File: src/rtl/board_tile_scanner.sv
// Pixel-stream front end for the 2048 board: maps VGA coordinates to tile requests and merges renderer pixels.
// Optional macro TILE_SCAN_SNAPSHOT_EN selects the vsync-synchronised, double-buffered board update.
module board_tile_scanner #(
  parameter int          BOARD_X0  = 190,
  parameter int          BOARD_Y0  = 110,
  parameter logic [11:0] SCREEN_BG = 12'hFEE,
  parameter logic [11:0] BOARD_BG  = 12'hBA9
) (
  input  logic        clk,
  input  logic        reset_n,
  input  logic [9:0]  pix_x,
  input  logic [9:0]  pix_y,
  input  logic        video_on,
  input  logic        hsync_in,
  input  logic        vsync_in,
  input  logic [63:0] board_in,
  input  logic        board_wr,
  input  logic [11:0] sprite_color,
  output logic [3:0]  tile_value,
  output logic [5:0]  tile_pos_x,
  output logic [5:0]  tile_pos_y,
  output logic [11:0] rgb,
  output logic        hsync_out,
  output logic        vsync_out,
  output logic        video_on_out,
  output logic        update_pending
);

  localparam logic [9:0] X0 = 10'(BOARD_X0);
  localparam logic [9:0] Y0 = 10'(BOARD_Y0);

  logic [63:0]      active_board;
  logic [9:0]       rx, ry;
  logic [7:0]       sx, sy;
  logic             in_board, in_tile;
  logic [1:0]       region;
  logic [3:0]       cur_value;
  logic [2:0][1:0]  region_q;
  logic [2:0]       vid_q, hs_q, vs_q;

  // Index 0 of each delay line holds the newest sample.
  always_comb begin
    rx        = pix_x - X0;
    ry        = pix_y - Y0;
    sx        = rx[7:0] - 8'd4;
    sy        = ry[7:0] - 8'd4;
    in_board  = (rx < 10'd260) && (ry < 10'd260);
    in_tile   = in_board && (rx >= 10'd4) && (ry >= 10'd4) &&
                (sx[5:0] < 6'd60) && (sy[5:0] < 6'd60);
    region    = in_tile ? 2'd2 : (in_board ? 2'd1 : 2'd0);
    cur_value = active_board[{sy[7:6], sx[7:6], 2'b00} +: 4];
  end

  always_ff @(posedge clk) begin
    if (!reset_n) begin
      tile_value   <= 4'd0;
      tile_pos_x   <= 6'd0;
      tile_pos_y   <= 6'd0;
      region_q     <= '0;
      vid_q        <= 3'b000;
      hs_q         <= 3'b111;
      vs_q         <= 3'b111;
      rgb          <= 12'h000;
      hsync_out    <= 1'b1;
      vsync_out    <= 1'b1;
      video_on_out <= 1'b0;
    end else begin
      tile_value   <= in_tile ? cur_value : 4'd0;
      tile_pos_x   <= in_tile ? sx[5:0] : 6'd0;
      tile_pos_y   <= in_tile ? sy[5:0] : 6'd0;
      region_q     <= {region_q[1:0], region};
      vid_q        <= {vid_q[1:0], video_on};
      hs_q         <= {hs_q[1:0], hsync_in};
      vs_q         <= {vs_q[1:0], vsync_in};
      hsync_out    <= hs_q[2];
      vsync_out    <= vs_q[2];
      video_on_out <= vid_q[2];
      if (!vid_q[2]) begin
        rgb <= 12'h000;
      end else begin
        case (region_q[2])
          2'd0:    rgb <= SCREEN_BG;
          2'd1:    rgb <= BOARD_BG;
          default: rgb <= sprite_color;
        endcase
      end
    end
  end

`ifdef TILE_SCAN_SNAPSHOT_EN
  logic [63:0] shadow_board;
  logic        pending;
  logic        vsync_start;

  assign vsync_start    = vs_q[1] & ~vs_q[0];
  assign update_pending = pending;

  // A write colliding with the swap lands in the shadow and keeps pending set.
  always_ff @(posedge clk) begin
    if (!reset_n) begin
      active_board <= 64'd0;
      shadow_board <= 64'd0;
      pending      <= 1'b0;
    end else begin
      if (vsync_start && pending) begin
        active_board <= shadow_board;
      end
      if (board_wr) begin
        shadow_board <= board_in;
        pending      <= 1'b1;
      end else if (vsync_start && pending) begin
        pending <= 1'b0;
      end
    end
  end
`else
  assign update_pending = 1'b0;

  always_ff @(posedge clk) begin
    if (!reset_n) begin
      active_board <= 64'd0;
    end else if (board_wr) begin
      active_board <= board_in;
    end
  end
`endif

endmodule

File: config.mk
export PLATFORM = sky130hd
export DESIGN_NAME = board_tile_scanner
export DESIGN_NICKNAME = d
export VERILOG_FILES = /design/src/rtl/board_tile_scanner.sv
export SDC_FILE = /design/constraint.sdc
export NUM_CORES = 1
export LEC_CHECK = 0
export CAP_MARGIN = 25
export CORE_MARGIN = 2
export CORE_UTILIZATION = 44
export CTS_BUF_LIST = sky130_fd_sc_hd__clkbuf_8 sky130_fd_sc_hd__clkbuf_16
export DETAILED_ROUTE_END_ITERATION = 10
export PLACE_DENSITY = 0.77
export REMOVE_ABC_BUFFERS = 1
export SYNTH_ARGS = -nofsm -noshare
export SYNTH_HDL_FRONTEND = slang
export SYNTH_SLANG_ARGS = --single-unit
export TNS_END_PERCENT = 5
File: constraint.sdc
create_clock -name clk -period 4.1 [get_ports clk]
set_clock_uncertainty 0.15 [all_clocks]
set_input_delay 1.23 -clock clk [delete_from_list [all_inputs] [get_ports clk]]
set_output_delay 1.23 -clock clk [all_outputs]
set_load 0.02 [all_outputs]
==> metrics.txt <==
status=finished, final reports clean; Post-synth EDFFs=0; kind of end point of the critical path=flop; GP Congestion=0.894; Avg WL per Cell=15.2 um; CTS resizes=0; Tcrit/Tclk final=95.7%; Metal-1 WL=4850 um; I/O Pins=134; final net count=717; DR top layer=met4; antenna violations before repair=0; core region area=10,900 um^2; die area=12,200 um^2; fin area=6820 um^2; Die H=110 um; worst-path maximum fanout=16; Std-Cell Rows=38; Crit Path Class=input pin to flop; Mapped Cells=470; H-tree Lvls=3; DIE WIDTH=110 um; CTS tree=done; DR WL met3=840 um; Setup Buffers After CTS=0; CP Cell Sequence=clkdlybuf4s50_1 -> ha_1 -> or3_1 -> a211oi_2 -> o211ai_2 -> xnor2_4 -> buf_12 -> mux4_1 -> nand3_1 -> a41oi_2; fin. max-slew vios=0; number of global-route vias before repair=3,745; fin crit period=3920 ps; WP data required=4160 ps; CTS Buf Count=9; DP Wirelength=8400 um; commonest non-fill, non-tap cell in the layout=clkdlybuf4s50_1; min-delay worst type=flop to flop; RSZ-0062 raised after global routing=no; Residual DRC=0; layout cells sized above 1=9.66%; P&R area growth vs syn=37.1%; number of synthesized register bits=110; WHS Path Cells=1; Post-Place Cell Area=6520 um^2; Syn. warnings=0; Max-slew headroom=46.5%; Pwr per Cell Area=345 nW/um^2; final setup vio count=0; Routed Antenna Nets=0; slew at the pin closest to its max-slew limit=796 ps; CP delay by family, top=buffers and inverters; DR vias=3,927; first-pass GRT wire length=17,800 um; Worst path slowest cell=mux4_1; area taken by multi-input logic gates=2590 um^2; # diodes=0; max incr delay on CP=580 ps; critical path buffer and inverter count=2; number of max-cap violations=0; register area share after synthesis=44.3%; register area=2200 um^2; Buffers on Ports=132; initial core utilization=45.5%; root buf cell=clkbuf_16; area leader, netlist=dfxtp_1; Netlist cell types=55; Overflow after GRT=0; WL final=11,400 um; Fin Hold WS=260 ps; Worst VDD drop=274 uV; worst setup margin=177 ps; Main synth FF type=dfxtp_1; Placement Setup Slack=-166 ps; WL met2=5620 um; fmax=0.255 GHz; top cell type's share of synthesized area=44.3%; Fin. Hold Viols=0; via/cell ratio=5.23; CTS Hold Bufs=0; commonest cells after routing, fill and taps aside=clkdlybuf4s50_1 (130), dfxtp_1 (110), mux2i_1 (66), nor2b_1 (66), nor2_1 (22); startpoint types=input pin; clk sinks=110; Leak=2.75 nW; clock-pin transition on the worst setup and hold timing paths=70 ps; clk buf depth=2; initial drt markers=179; first drt pass iteration count=4; WP depth=10; Async SR Flop Fraction=0%; Netlist Area Pre-Place=4970 um^2; Worst R2R Path Depth=3; syn_area_per_cell=10.6 um^2; largest net degree at the start of global routing=65; Clock Latency Late Sink=340 ps; crit path DAT=3980 ps; global-route usage over all layers=18.9%; Area contributors post-synth=dfxtp_1 (44%), mux2i_1 (13%), nor2b_1 (8.3%); Filler Cells Inserted=932
## per-layer routing
layer | up-vias | global-route usage [%]
met5 | - | 0
met4 | 0 | 4.29
met3 | 11 | 4.94
met2 | 147 | 33.3
met1 | 1844 | 23.1
li1 | 1925 | -
## cell type report
cell class / count / area share (%)
well taps: 140 / 2.57
repair buffers: 154 / 22.4
multi-input cells: 318 / 38.0
inverters: 14 / 0.771
clock buffers: 9 / 3.30
flip-flops and latches: 110 / 32.3
clock inverters: 6 / 0.698
## final timing paths
check                       end  slack (ps)             from
setup / recovery  tile_value[0]         180         pix_y[1]
hold / removal          hs_q[1]         260          hs_q[0]
setup reg to reg  tile_value[0]        2710  active_board[4]
hold reg to reg         hs_q[1]         260          hs_q[0]
## report_power, final
group / internal [mW] / switching [mW]
Clock: 0.413 / 0.391
Combinational: 0.239 / 0.174
Sequential: 1.11 / 0.0219
Total: 1.76 / 0.587
## worst register-to-register path: cells and delay by family, from the launching register on
family,cells,cell delay [ps]
multiplexers,1,520
flip-flops,1,320
AND/OR/NAND/NOR,1,140
AO/OA/AOI/OAI,1,140
## kinds of logic after synthesis
| logic type | count (synthesis) | synth area share, % |
|---|---|---|
| multiplexers | 82 | 21.0 |
| buffers and inverters | 42 | 3.80 |
| flip-flops | 110 | 44.3 |
| adder cells (fa/ha/maj) | 9 | 2.21 |
| XOR/XNOR | 15 | 3.02 |
| AND/OR/NAND/NOR | 163 | 18.6 |
| other | 1 | 0.0754 |
| AO/OA/AOI/OAI | 48 | 7.04 |
## synth_stat cells, types with 5 or more instances
master / n
mux4_1: 6
clkbuf_1: 17
and2_1: 8
ha_1: 8
a21oi_1: 18
xnor2_1: 10
mux4_2: 10
nand3_1: 20
a31oi_1: 5
nand2_1: 10
and3_1: 6
nor2b_1: 66
dfxtp_1: 110
nor3_1: 5
nand2b_1: 13
mux2i_1: 66
buf_1: 5
inv_1: 13
nor2_1: 22
## sequential cells by signal, summed over array words and instances, names as in the netlist
signal	count
vsync_out	1
vid_q	3
active_board	64
tile_value	4
region_q	6
tile_pos_x	6
video_on_out	1
vs_q	3
hs_q	3
hsync_out	1
rgb	12
tile_pos_y	6
## per-stage QoR
| stage | power (mW) | util, % | setup TNS, ps | cells |
|---|---|---|---|---|
| finish | 2.35 | 62.3 | 0 | 751 |
| global route | 2.45 | 62.3 | 0 | 751 |
| CTS | 2.38 | 62.1 | 0 | 750 |
| detailed placement | 1.57 | 59.6 | -461 | 735 |
| global placement | 1.56 | 59.6 | -147 | 735 |
| floorplan | 1.35 | - | -251 | 442 |
No activity file was read; power rests on OpenSTA's default activity.
